<file path="src/rtl/invader_pkg.sv">
// Shared types and default constants for the invader row movement controller.
package invader_pkg;

  // Row movement state machine
  typedef enum logic [2:0] {
    IDLE    = 3'd0,
    MARCH_R = 3'd1,
    MARCH_L = 3'd2,
    DROP    = 3'd3,
    CLEARED = 3'd4,
    LANDED  = 3'd5
  } invader_state_t;

  // Default geometry and pacing
  localparam int DEF_NUM_INVADERS    = 10;
  localparam int DEF_X_STEP          = 4;
  localparam int DEF_X_MAX           = 100;
  localparam int DEF_Y_STEP          = 16;
  localparam int DEF_Y_MAX           = 400;
  localparam int DEF_FRAMES_PER_STEP = 8;

  // Positions are 10 bits; arithmetic carries one guard bit so sums never wrap
  localparam int POS_W   = 10;
  localparam int ARITH_W = 11;

endpackage

</file>
<file path="src/rtl/invader_popcount.sv">
// Counts the set bits of a vector; used to derive the alive invader count.
module invader_popcount #(
  parameter int  WIDTH = 10,
  localparam int CW    = $clog2(WIDTH + 1)
) (
  input  logic [WIDTH-1:0] bits,
  output logic [CW-1:0]    count
);

  // Accumulate one bit at a time into a count wide enough for all ones
  always_comb begin
    count = '0;
    for (int i = 0; i < WIDTH; i++) begin
      count = count + CW'(bits[i]);
    end
  end

endmodule

</file>
<file path="src/rtl/invader_move_ctl.sv">
// Invader row movement controller: marches the row left/right once per step
// period, drops it at each edge, tracks which invaders are alive and flags a
// cleared wave or a landed row. Outputs are all registered.
// Optional build macro INVADER_SPEEDUP_EN shortens the step period as the
// row thins out (alive count from invader_popcount).
module invader_move_ctl
  import invader_pkg::*;
#(
  parameter int NUM_INVADERS    = DEF_NUM_INVADERS,
  parameter int X_STEP          = DEF_X_STEP,
  parameter int X_MAX           = DEF_X_MAX,
  parameter int Y_STEP          = DEF_Y_STEP,
  parameter int Y_MAX           = DEF_Y_MAX,
  parameter int FRAMES_PER_STEP = DEF_FRAMES_PER_STEP
) (
  input  logic                    clk65MHz,
  input  logic                    rst,
  input  logic                    vblnk,
  input  logic                    start,
  input  logic                    hit_valid,
  input  logic [3:0]              hit_index,
  output logic [POS_W-1:0]        xpos,
  output logic [POS_W-1:0]        ypos,
  output logic [NUM_INVADERS-1:0] invader_enable,
  output logic                    all_dead,
  output logic                    reached_bottom
);

  // Counter holds values up to FRAMES_PER_STEP so the "+1" compare never wraps
  localparam int CNT_W = $clog2(FRAMES_PER_STEP) + 1;

  invader_state_t          state_r;
  logic                    vblnk_d_r;
  logic                    tick_r;
  logic                    dir_left_r;
  logic [CNT_W-1:0]        frame_cnt_r;
  logic [POS_W-1:0]        xpos_r;
  logic [POS_W-1:0]        ypos_r;
  logic [NUM_INVADERS-1:0] enable_r;
  logic                    all_dead_r;
  logic                    reached_bottom_r;

  logic [CNT_W-1:0]        cnt_inc_s;
  logic [CNT_W-1:0]        period_s;
  logic                    step_s;
  logic [NUM_INVADERS-1:0] kill_mask_s;
  logic [NUM_INVADERS-1:0] alive_next_s;
  logic [ARITH_W-1:0]      x_inc_s;
  logic [ARITH_W-1:0]      y_inc_s;
  logic                    x_fits_s;
  logic                    x_can_dec_s;
  logic                    y_lands_s;

`ifdef INVADER_SPEEDUP_EN
  localparam int NUM_W = $clog2(NUM_INVADERS + 1);
  logic [NUM_W-1:0] alive_cnt_s;

  invader_popcount #(
    .WIDTH (NUM_INVADERS)
  ) u_popcount (
    .bits  (enable_r),
    .count (alive_cnt_s)
  );

  // Step period shrinks as the row thins: full, half, then quarter
  always_comb begin
    if (alive_cnt_s > NUM_W'(NUM_INVADERS / 2)) begin
      period_s = CNT_W'(FRAMES_PER_STEP);
    end else if (alive_cnt_s > NUM_W'(1)) begin
      period_s = CNT_W'(FRAMES_PER_STEP / 2);
    end else begin
      period_s = CNT_W'(FRAMES_PER_STEP / 4);
    end
  end
`else
  assign period_s = CNT_W'(FRAMES_PER_STEP);
`endif

  // Decode a hit into a one-hot kill mask; out-of-range indices match nothing
  always_comb begin
    kill_mask_s = '0;
    for (int i = 0; i < NUM_INVADERS; i++) begin
      if (hit_valid && (int'(hit_index) == i)) begin
        kill_mask_s[i] = 1'b1;
      end else begin
        kill_mask_s[i] = 1'b0;
      end
    end
  end

  assign alive_next_s = enable_r & ~kill_mask_s;
  assign cnt_inc_s    = frame_cnt_r + CNT_W'(1);
  // ">=" lets a freshly shortened period fire on the very next tick
  assign step_s       = tick_r && (cnt_inc_s >= period_s);
  assign x_inc_s      = {1'b0, xpos_r} + ARITH_W'(X_STEP);
  assign y_inc_s      = {1'b0, ypos_r} + ARITH_W'(Y_STEP);
  assign x_fits_s     = (x_inc_s <= ARITH_W'(X_MAX));
  assign x_can_dec_s  = ({1'b0, xpos_r} >= ARITH_W'(X_STEP));
  assign y_lands_s    = (y_inc_s >= ARITH_W'(Y_MAX));

  // Frame tick edge detect, movement state machine and all output registers
  always_ff @(posedge clk65MHz) begin
    if (rst) begin
      state_r          <= IDLE;
      vblnk_d_r        <= 1'b0;
      tick_r           <= 1'b0;
      dir_left_r       <= 1'b0;
      frame_cnt_r      <= '0;
      xpos_r           <= '0;
      ypos_r           <= '0;
      enable_r         <= '0;
      all_dead_r       <= 1'b0;
      reached_bottom_r <= 1'b0;
    end else begin
      vblnk_d_r <= vblnk;
      tick_r    <= vblnk & ~vblnk_d_r;
      case (state_r)
        IDLE, CLEARED, LANDED: begin
          frame_cnt_r <= '0;
          if (start) begin
            state_r          <= MARCH_R;
            xpos_r           <= '0;
            ypos_r           <= '0;
            enable_r         <= '1;
            all_dead_r       <= 1'b0;
            reached_bottom_r <= 1'b0;
            dir_left_r       <= 1'b0;
          end else begin
            enable_r <= alive_next_s;
          end
        end
        MARCH_R, MARCH_L, DROP: begin
          enable_r <= alive_next_s;
          if (step_s) begin
            frame_cnt_r <= '0;
          end else if (tick_r) begin
            frame_cnt_r <= cnt_inc_s;
          end else begin
            frame_cnt_r <= frame_cnt_r;
          end
          if (step_s) begin
            case (state_r)
              MARCH_R: begin
                if (x_fits_s) begin
                  xpos_r <= x_inc_s[POS_W-1:0];
                end else begin
                  xpos_r     <= POS_W'(X_MAX);
                  state_r    <= DROP;
                  dir_left_r <= 1'b1;
                end
              end
              MARCH_L: begin
                if (x_can_dec_s) begin
                  xpos_r <= xpos_r - POS_W'(X_STEP);
                end else begin
                  xpos_r     <= '0;
                  state_r    <= DROP;
                  dir_left_r <= 1'b0;
                end
              end
              DROP: begin
                if (y_lands_s) begin
                  ypos_r           <= POS_W'(Y_MAX);
                  state_r          <= LANDED;
                  // A wave cleared in the same cycle wins over the landing
                  reached_bottom_r <= (alive_next_s != '0);
                end else begin
                  ypos_r  <= y_inc_s[POS_W-1:0];
                  state_r <= dir_left_r ? MARCH_L : MARCH_R;
                end
              end
              default: state_r <= IDLE;
            endcase
          end
          // Last invader gone overrides whatever the step chose
          if (alive_next_s == '0) begin
            state_r    <= CLEARED;
            all_dead_r <= 1'b1;
          end
        end
        default: begin
          state_r     <= IDLE;
          frame_cnt_r <= '0;
        end
      endcase
    end
  end

  assign xpos           = xpos_r;
  assign ypos           = ypos_r;
  assign invader_enable = enable_r;
  assign all_dead       = all_dead_r;
  assign reached_bottom = reached_bottom_r;

endmodule

</file>
<file path="config.mk">
export PLATFORM = sky130hd
export DESIGN_NAME = invader_move_ctl
export DESIGN_NICKNAME = d
export VERILOG_FILES = /design/src/rtl/invader_pkg.sv /design/src/rtl/invader_popcount.sv /design/src/rtl/invader_move_ctl.sv
export SDC_FILE = /design/constraint.sdc
export NUM_CORES = 1
export LEC_CHECK = 0
export CORE_MARGIN = 5
export CORE_UTILIZATION = 30
export CTS_CLUSTER_SIZE = 24
export DETAILED_ROUTE_END_ITERATION = 6
export PLACE_DENSITY = 0.58
export SETUP_SLACK_MARGIN = 0.1
export SYNTH_ARGS = -nofsm -noshare
export SYNTH_HDL_FRONTEND = slang
export SYNTH_HIERARCHICAL = 1
export SYNTH_SLANG_ARGS = --single-unit
</file>
<file path="constraint.sdc">
create_clock -name clk65MHz -period 3.4 [get_ports clk65MHz]
set_input_delay 0.34 -clock clk65MHz [delete_from_list [all_inputs] [get_ports clk65MHz]]
set_output_delay 0.34 -clock clk65MHz [all_outputs]
set_load 0.005 [all_outputs]
</file>
==> summary.md <==
| Metric | Value |
|---|---|
| Status | `completed` |
| Leakage | `roughly 0.97 nW` |
| Critical path endpoint category | `register` |
| Routed Antenna Nets | `0` |
| Synthesized flop and latch total | `36` |
| Post-Synth Simple-Gate Area | `about 28%` |
| Final GP Congestion | `~0.83` |
| Worst Skew | `a little under 0.007 ns` |
| IO Pins | `a little over 40` |
| Synthesis-to-layout area growth | `22.9%` |
| Core area | `roughly 7600 um2` |
| F_max | `around 360 MHz` |
| Power Dens Cells | `546 nW/um2` |
| Met2 Wirelength | `between 2 and 3 mm` |
| Primary FF master, synth | `dfxtp_1` |
| Cells after Synth | `289` |
| Top routing layer in use | `met4` |
| DR WL met3 | `271 um` |
| Final TNS setup | `0 ns` |
| Die W | `97.6 um` |
| Clock Latency Late Sink | `around 0.3 ns` |
| Clock transition at path regs | `0.08 ns` |
| Distinct cells, synth | `64` |
| Worst min-delay path class | `reg2reg` |
| Post-CTS Resized | `0` |
| CTS tree | `yes` |
| Vias in the first global route | `2071` |
| Layout cells sized above 1 | `~7.2%` |
| Final Slew Violations | `0` |
| Worst vdd ir | `around 0.00018 V` |
| CTS H-tree depth | `2` |
| Final worst-path cycle share | `between 80 and 90%` |
| Setup bufs post-CTS | `0` |
| Post-synthesis compound-gate area fraction | `roughly 28%` |
| Diode count | `0` |
| Final hold violation count | `0` |
| Main combinational cell family by area after synthesis | `simple AND/OR/NAND/NOR gates` |
| DR iter-0 viols | `between 150 and 200` |
| Post-synthesis async set-or-reset flop share | `0%` |
| Synth Cell Area | `2300 um2` |
| Grt total ovfl | `0` |
| Max-cap viol count | `0` |
| Worst Path Max Fanout | `10` |
| # port buffers | `34` |
| # setup viols final | `0` |
| Post-place instance area | `2720 um2` |
| Dpl hpwl | `between 4 and 5 mm` |
| Xor-xnor portion of the synthesized cell area | `around 1.5%` |
| Post-route cell area | `between 2000 and 3000 um2` |
| Drt total wl | `5.85 mm` |
| Via-per-instance ratio | `~5.3` |
| Clock Sinks | `36` |
| Syn avg cell area | `~8.0 um2` |
| Wire length per cell | `13.8 um` |
| Startpoint types | `register` |
| Final min period | `2.76 ns` |
| Post-Synth Adder-Cell Area | `3.81%` |
| Std cell rows | `32` |
| RSZ-0062 raised after global routing | `false` |
| CP required | `3.61 ns` |
| Die Ht | `around 98 um` |
| Pre-antenna DRT Iters | `4` |
| Max-slew headroom | `53.0%` |
| Least-Margin Pin Slew | `around 0.7 ns` |
| Seq/Total Area, Yosys | `about a third` |
| Worst Path Arrival | `~3 ns` |
| # DRC | `0` |
| EDFF count, synth | `0` |
| Starting Density | `a little under a third` |
| Mux share of post-synthesis cell area | `between 1 and 1.5%` |
| Die area | `between 9000 and 10000 um2` |
| CTS Buffer Depth | `2` |
| Initial antenna violation count | `0` |
| Hold buffers post-CTS | `0` |
| First-pass GRT wire length | `roughly 9.9 mm` |
| Routed vias | `approximately 2300` |
| Setup CP Type | `reg2reg` |
| CTS root buf | `clkbuf_8` |
| Nets | `~340` |
| Tot GR Track Use | `12.2%` |
| CTS buffer count | `5` |
| Largest net degree at the start of global routing | `26` |
| Wl on met1 | `about 2.8 mm` |
| Ys Warns | `6` |
## cell usage after synthesis, drive strengths merged (4+ instances only)
| cell type | n | area share (%) |
|---|---|---|
| dfxtp | 36 | 31 |
| a21oi | 29 | 6.3 |
| nor2 | 29 | 4.7 |
| nand2 | 22 | 3.6 |
| o21ai | 20 | 4.4 |
| buf | 10 | 2.8 |
| inv | 10 | 1.6 |
| clkbuf | 9 | 1.5 |
| o31ai | 8 | 2.6 |
| ha | 7 | 3.8 |
| nor3 | 7 | 1.7 |
| nor3b | 7 | 2.3 |
| nor2b | 6 | 1.6 |
| nand3 | 5 | 1.1 |
| nand4 | 5 | 1.4 |
| o211ai | 5 | 2.2 |
| a31oi | 4 | 1.1 |
| nand2b | 4 | 1.1 |
| nand4b | 4 | 1.5 |
## layer usage
| metal | up-vias | GRT usage (%) |
|---|---|---|
| li1 | 1133 | - |
| met1 | 1060 | 15.4 |
| met2 | 58 | 19.8 |
| met4 | 0 | 5.43 |
| met5 | - | 0 |
| met3 | 12 | 2.51 |
## cells in the final DEF (no fill, tap or decap), types with 4 or more instances in the layout
cell type,netlist,final
dfxtp_1,36,36
clkdlybuf4s50_1,0,34
a21oi_1,29,29
nor2_1,29,29
nand2_1,22,22
o21ai_1,10,10
o21ai_0,10,10
inv_1,8,8
o31ai_1,8,8
nor3b_1,7,7
ha_1,7,7
nor3_1,6,6
nor2b_1,6,6
conb_1,1,6
nand3_1,5,5
nand4_1,5,5
clkbuf_8,0,5
nand2b_1,4,4
nand4b_1,4,4
a31oi_1,4,4
o211ai_1,4,4
buf_4,6,4
## cell type report
class | instances | area (um2)
inverter | 11 | 41.3
tap | 102 | 128
clock inverter | 2 | 35.0
multi-input combinational | 228 | 1460
fill | 798 | 4780
timing repair buffer | 38 | 370
clock buffer | 6 | 72.6
sequential | 36 | 721
## flip-flops by register name, summed over array words and instances (netlist names)
| signal | count |
|---|---|
| xpos | 8 |
| vblnk_d_r | 1 |
| frame_cnt_r | 4 |
| ypos | 6 |
| state_r | 3 |
| invader_enable | 10 |
| dir_left_r | 1 |
| reached_bottom | 1 |
| all_dead | 1 |
| tick_r | 1 |
## metrics by stage
step / hold WS [ns] / power, mW / setup slack, ns / utilization (%) / std cells
after detailed placement: 0.378 / 1.17 / 0.475 / 35.7 / 415
after global placement: 0.376 / 1.16 / 0.566 / 35.7 / 415
after floorplan: 0.367 / 0.963 / 0.822 / - / 294
after CTS: 0.389 / 1.56 / 0.654 / 37.2 / 423
final: 0.384 / 1.54 / 0.640 / 37.2 / 423
after global routing: 0.411 / 1.65 / 0.546 / 37.2 / 423
## power by group
part	switching (mW)	internal (mW)	total, mW
Clock	0.160	0.218	0.378
Sequential	0.0717	0.485	0.557
Combinational	0.352	0.257	0.608
Total	0.583	0.960	1.54
## critical path: stages (launching register included)
cell      delay, ns
dfxtp_1        0.40
inv_1          0.16
ha_1           0.22
or3b_4         0.40
or3_4          0.37
o41ai_4        0.30
o211ai_4       0.14
a31o_1         0.25
a22o_1         0.21
a221oi_2       0.22
## logic make-up (layout without fill, tap and decap cells)
logic type	after synthesis	after routing
AND/OR/NAND/NOR	115	115
AO/OA/AOI/OAI	93	93
flip-flops	36	36
buffers and inverters	30	57
adder cells (fa/ha/maj)	7	7
XOR/XNOR	4	4
multiplexers	3	3
other	1	6
## final timing paths
path / from / to / slack (ns) / cells past startpoint
worst max-delay path: xpos[2] / state_r[0] / 0.64 / 9
worst min register to register: vblnk_d_r / tick_r / 0.38 / 1
worst min-delay path: vblnk_d_r / tick_r / 0.38 / 1
worst max register to register: xpos[2] / state_r[0] / 0.64 / 9
No activity file was read; power rests on OpenSTA's default activity.
